$ cat src/rtl/add_serial_arb.sv
// Round-robin sequencer sharing one bit-serial adder core among NREQ clients.
// One transaction in flight; a watchdog turns a silent core into an error response.
module add_serial_arb #(
    parameter int NREQ    = 4,
    parameter int WIDTH   = 8,
    parameter int TIMEOUT = 16
) (
    input  logic                  clk,
    input  logic                  rst,
    input  logic [NREQ-1:0]       req,
    input  logic [NREQ*WIDTH-1:0] op_a,
    input  logic [NREQ*WIDTH-1:0] op_b,
    output logic [NREQ-1:0]       rsp_valid,
    output logic [WIDTH-1:0]      rsp_sum,
    output logic                  rsp_err,
    output logic                  busy,
    output logic                  add_start,
    output logic [WIDTH-1:0]      add_a,
    output logic [WIDTH-1:0]      add_b,
    input  logic                  add_done,
    input  logic [WIDTH-1:0]      add_sum
);

    localparam int IW = (NREQ > 1) ? $clog2(NREQ) : 1;
    localparam int WW = (TIMEOUT > 1) ? $clog2(TIMEOUT) : 1;

    typedef enum logic [1:0] {
        S_IDLE,
        S_LAUNCH,
        S_WAIT,
        S_RESP
    } state_t;

    state_t        state;
    state_t        state_nxt;
    logic [IW-1:0] rr_ptr;
    logic [IW-1:0] grant;
    logic [WW-1:0] wd;
    logic [IW-1:0] win_idx;
    logic          win_found;
    logic          grab;
    logic          done_ok;
    logic          tmo;

    // First set req bit at or after rr_ptr, wrapping past NREQ-1.
    always_comb begin
        win_found = 1'b0;
        win_idx   = rr_ptr;
        for (int k = 0; k < NREQ; k++) begin
            int j;
            j = int'(rr_ptr) + k;
            if (j >= NREQ) j = j - NREQ;
            if (!win_found && req[j]) begin
                win_found = 1'b1;
                win_idx   = IW'(j);
            end
        end
    end

    always_ff @(posedge clk or posedge rst) begin
        if (rst) state <= S_IDLE;
        else     state <= state_nxt;
    end

    always_comb begin
        state_nxt = state;
        grab      = 1'b0;
        done_ok   = 1'b0;
        tmo       = 1'b0;
        add_start = 1'b0;
        busy      = 1'b1;
        rsp_valid = '0;
        unique case (state)
            S_IDLE: begin
                busy = 1'b0;
                if (win_found) begin
                    grab      = 1'b1;
                    state_nxt = S_LAUNCH;
                end
            end
            S_LAUNCH: begin
                add_start = 1'b1;
                state_nxt = S_WAIT;
            end
            S_WAIT: begin
                if (add_done) begin
                    done_ok   = 1'b1;
                    state_nxt = S_RESP;
                end else if (wd == WW'(TIMEOUT - 1)) begin
                    tmo       = 1'b1;
                    state_nxt = S_RESP;
                end
            end
            S_RESP: begin
                rsp_valid = NREQ'(1) << grant;
                state_nxt = S_IDLE;
            end
            default: state_nxt = S_IDLE;
        endcase
    end

    always_ff @(posedge clk or posedge rst) begin
        if (rst) begin
            rr_ptr  <= '0;
            grant   <= '0;
            wd      <= '0;
            add_a   <= '0;
            add_b   <= '0;
            rsp_sum <= '0;
            rsp_err <= 1'b0;
        end else begin
            if (grab) begin
                grant <= win_idx;
                add_a <= op_a[win_idx*WIDTH +: WIDTH];
                add_b <= op_b[win_idx*WIDTH +: WIDTH];
            end
            if (state == S_LAUNCH)    wd <= '0;
            else if (state == S_WAIT) wd <= wd + 1'b1;
            if (done_ok) begin
                rsp_sum <= add_sum;
                rsp_err <= 1'b0;
            end else if (tmo) begin
                rsp_sum <= '0;
                rsp_err <= 1'b1;
            end
            // Pointer moves past the served client, error or not.
            if (state == S_RESP)
                rr_ptr <= (grant == IW'(NREQ - 1)) ? '0 : grant + 1'b1;
        end
    end

endmodule

$ cat config.mk
export PLATFORM = sky130hd
export DESIGN_NAME = add_serial_arb
export DESIGN_NICKNAME = d
export VERILOG_FILES = /design/src/rtl/add_serial_arb.sv
export SDC_FILE = /design/constraint.sdc
export NUM_CORES = 1
export LEC_CHECK = 0
export ABC_AREA = 1
export ABC_CLOCK_PERIOD_IN_PS = 5230
export BUFFER_PORTS_ARGS = -buffer_cell sky130_fd_sc_hd__clkbuf_2
export CELL_PAD_IN_SITES_DETAIL_PLACEMENT = 1
export CELL_PAD_IN_SITES_GLOBAL_PLACEMENT = 1
export CORE_ASPECT_RATIO = 1.75
export CORE_MARGIN = 2
export CORE_UTILIZATION = 35
export CTS_CLUSTER_DIAMETER = 150
export CTS_CLUSTER_SIZE = 10
export DETAILED_ROUTE_END_ITERATION = 6
export PLACE_DENSITY_LB_ADDON = 0.1
export SETUP_SLACK_MARGIN = 0.15
export SLEW_MARGIN = 20
export SYNTH_ARGS = -nofsm -noshare
export SYNTH_HDL_FRONTEND = slang
export SYNTH_SLANG_ARGS = --single-unit
$ cat constraint.sdc
create_clock -name clk -period 5.23 [get_ports clk]
set_input_delay 0.7845 -clock clk [delete_from_list [all_inputs] [get_ports clk]]
set_output_delay 0.7845 -clock clk [all_outputs]
set_load 0.005 [all_outputs]
==> qor.txt <==
clk sinks = 35
fin util = 46.1%
Crit. End Element = register
setup TNS = 0 ps
chip width = 69.6 um
Crit path max-delay family = simple AND/OR/NAND/NOR gates
Reg2Reg Setup Slack = 2160 ps
Synth Area in Adders = 4.75%
clock group share of total power = 12.9%
share of the synthesized area in the top cell type = 33.3%
top cells by area, synth = dfrtp_1 33%, nand2_1 31%, nand3_1 10%
post-placement cell area = 0.00318 mm2
Initial Utilization = 36.4%
Worst-path clk slew = 50 ps
transition time at the pin with the least slew margin = 639 ps
Post-synth ARST share = 100%
switching pwr = 1.29 mW
diode count = 0
reg2reg path depth = 11
layout cell share with drive strength beyond 1 = 27.8%
crit path DAT = 3220 ps
Synth Area in Compound Gates = 2.23%
starting DRC count in detailed routing = 152
Slew Limit Fails = 0
Worst Hold Depth = 2
multiplexer area fraction after synthesis = 0.380%
largest family of logic cells by synthesized area = simple AND/OR/NAND/NOR gates
Clk Latency, worst-skew pair = 280 ps
Rows = 41
Net Count, Synth = 494
dpl cells = 585
switching part of the total = 53.6%
P_leak = 2.06 nW
IO Pins = 110
min cycle time layout = 3070 ps
Flop pwr share = 21.1%
first-pass GRT wire length = 14.2 mm
final net count = 595
clk root buf = clkbuf_16
Worst Hold Launch = add_a[5]$_DFFE_PP0P_
status = completed
hold crit path type = register to register
post-CTS resize count = 0
Routed Antenna Nets = 0
worst endpoint required time = 5390 ps
predominant post-synthesis flop cell = dfrtp_1
Final Hold Fails = 0
maximum vdd drop = 284 uV
CTS Buf Count = 5
Synth Area in XOR/XNOR = 0%
Slowest cell on crit path = dfrtp_1
Max-slew headroom = 57.3%
R2R Path End = add_b[7]$_DFFE_PP0P_
fin worst setup slack = 2160 ps
DRC = 0
leading area contributor after synthesis = dfrtp_1
number of synthesis warnings = 0
dpl hpwl = 6.64 mm
Max-Cap Viols = 0
Slowest Stage Delay on Critical Path = 650 ps
total track usage = 21.3%
Buf/Inv on CP = 2
Seq/Total Area, Yosys = 33.3%
H-tree depth = 2
Tcrit/Tclk final = 58.6%
combinational power share = 65.9%
cts hold-fix bufs = 0
RSZ-0062 raised after global routing = no
count leader, synth = nand2_1
critical path class = register to register
Power Internal = 1.11 mW
Synth Area in Simple Gates = 50.7%
CP Cell Sequence = inv_2, nand2_1, nand2_2, nand2_1, nand2_4, nor2_4, nand3_1, nand2_1, clkinv_1, nand3_1, nand3_1
routability cong. = 0.808
vias in the first global route = 2,932
WL final = 8.60 mm
Die H = 119 um
drt pass-1 iters = 4
FMAX = 326 MHz
register bit total from synthesis = 35
worst r2r src = rr_ptr[0]$_DFFE_PP0P_
design area = 0.00333 mm2
area grow syn2layout = 26.6%
Post-Syn Instances = 405
Max FO, Critical Path = 20
Yosys cell types = 26
non-filler cells, final = 593
die area = 0.00826 mm2
pwr/cell area = 720 mW/mm2
hold worst-path end = add_a[5]$_DFFE_PP0P_
largest net degree at the start of global routing = 36
PortBufs = 109
worst slack, placed = 2110 ps
antenna violations before repair = 0
vias post-DR = 2,871
EDFF count, synth = 0
startpoint class of the critical path = register
CTS tree = built
wire length per cell = 14.5 um
# Post-CTS Setup Buffers = 0
mean number of vias per cell = 4.84
final setup fails = 0
Syn Std Cell Area = 0.00263 mm2
Max Buffers Root-to-Sink = 2
Avg Cell Area, Syn = 6.50 um2
most frequent cells after synthesis = 218 x nand2_1, 54 x nand3_1, 35 x dfrtp_1
core area = 0.00723 mm2
remaining global-route overflow = 0
Clock Skew = 3.42 ps
## layer usage
layer / vias to the layer above / global-route usage, % / routed length, um
li1: 1458 / - / -
met1: 1332 / 24.5 / 3400
met2: 71 / 38.8 / 4650
met3: 10 / 3.58 / 375
met4: 0 / 7.35 / 172
met5: - / 0 / 0
## sequential cells by signal (all words and copies together) (netlist names)
name / flops
rr_ptr: 2
add_a: 8
add_b: 8
grant: 2
rsp_sum: 8
state: 2
rsp_err: 1
wd: 4
## cell type report
type | count | area, um2
well taps | 86 | 108
flip-flops and latches | 35 | 876
multi-input cells | 325 | 1530
inverters | 29 | 111
repair buffers | 110 | 553
clock buffers | 8 | 156
fillers | 1005 | 3900
## stage by stage
step	power, mW	hold slack [ps]
2_1_floorplan	1.74	472
3_3_place_gp	2.07	463
3_5_place_dp	2.11	468
4_1_cts	2.44	487
5_1_grt	2.69	518
6_report	2.40	482
## cell usage in the layout (no fill, tap or decap), drive strengths merged, types with 2 or more instances in the layout
cell type and count:
clkinv 2, nand4 2, nand3 56, nand2 233, dfrtp 35, ha 10
a21oi 4, inv 27, nor2 4, o21ai 5, clkbuf 117, nor3 5
## worst min-delay path, delay by kind of cell, from the launching register on
kind	cells	cell delay [ps]
DFF	1	340
and+or+nand+nor	2	120
## how the worst max path moves through the flow
stage	start	to	slack, ps	cells after the start
CTS	rr_ptr[0]$_DFFE_PP0P_	add_b[7]$_DFFE_PP0P_	2110	11
detailed placement	req[3]	add_b[7]$_DFFE_PP0P_	2110	11
finish	rr_ptr[0]$_DFFE_PP0P_	add_b[7]$_DFFE_PP0P_	2160	11
global route	rr_ptr[0]$_DFFE_PP0P_	add_a[7]$_DFFE_PP0P_	1730	11
global placement	req[2]	add_a[7]$_DFFE_PP0P_	2250	11
floorplan	req[2]	add_a[2]$_DFFE_PP0P_	3270	15
## power groups by stage
stage	clock [mW]	combinational, mW	sequential (mW)
3_5_place_dp	0	1.60	0.512
6_report	0.310	1.58	0.507
2_1_floorplan	0	1.26	0.478
4_1_cts	0.321	1.61	0.509
3_3_place_gp	0	1.56	0.506
5_1_grt	0.329	1.83	0.525
## cells by family (layout without fill, tap and decap cells)
family | count (synthesis) | in the layout
buf+inv | 45 | 147
mux | 1 | 1
compound gates | 11 | 11
simple gates | 303 | 303
fa+ha+maj | 10 | 10
flops | 35 | 35
Power figures use the tool's default switching activity.
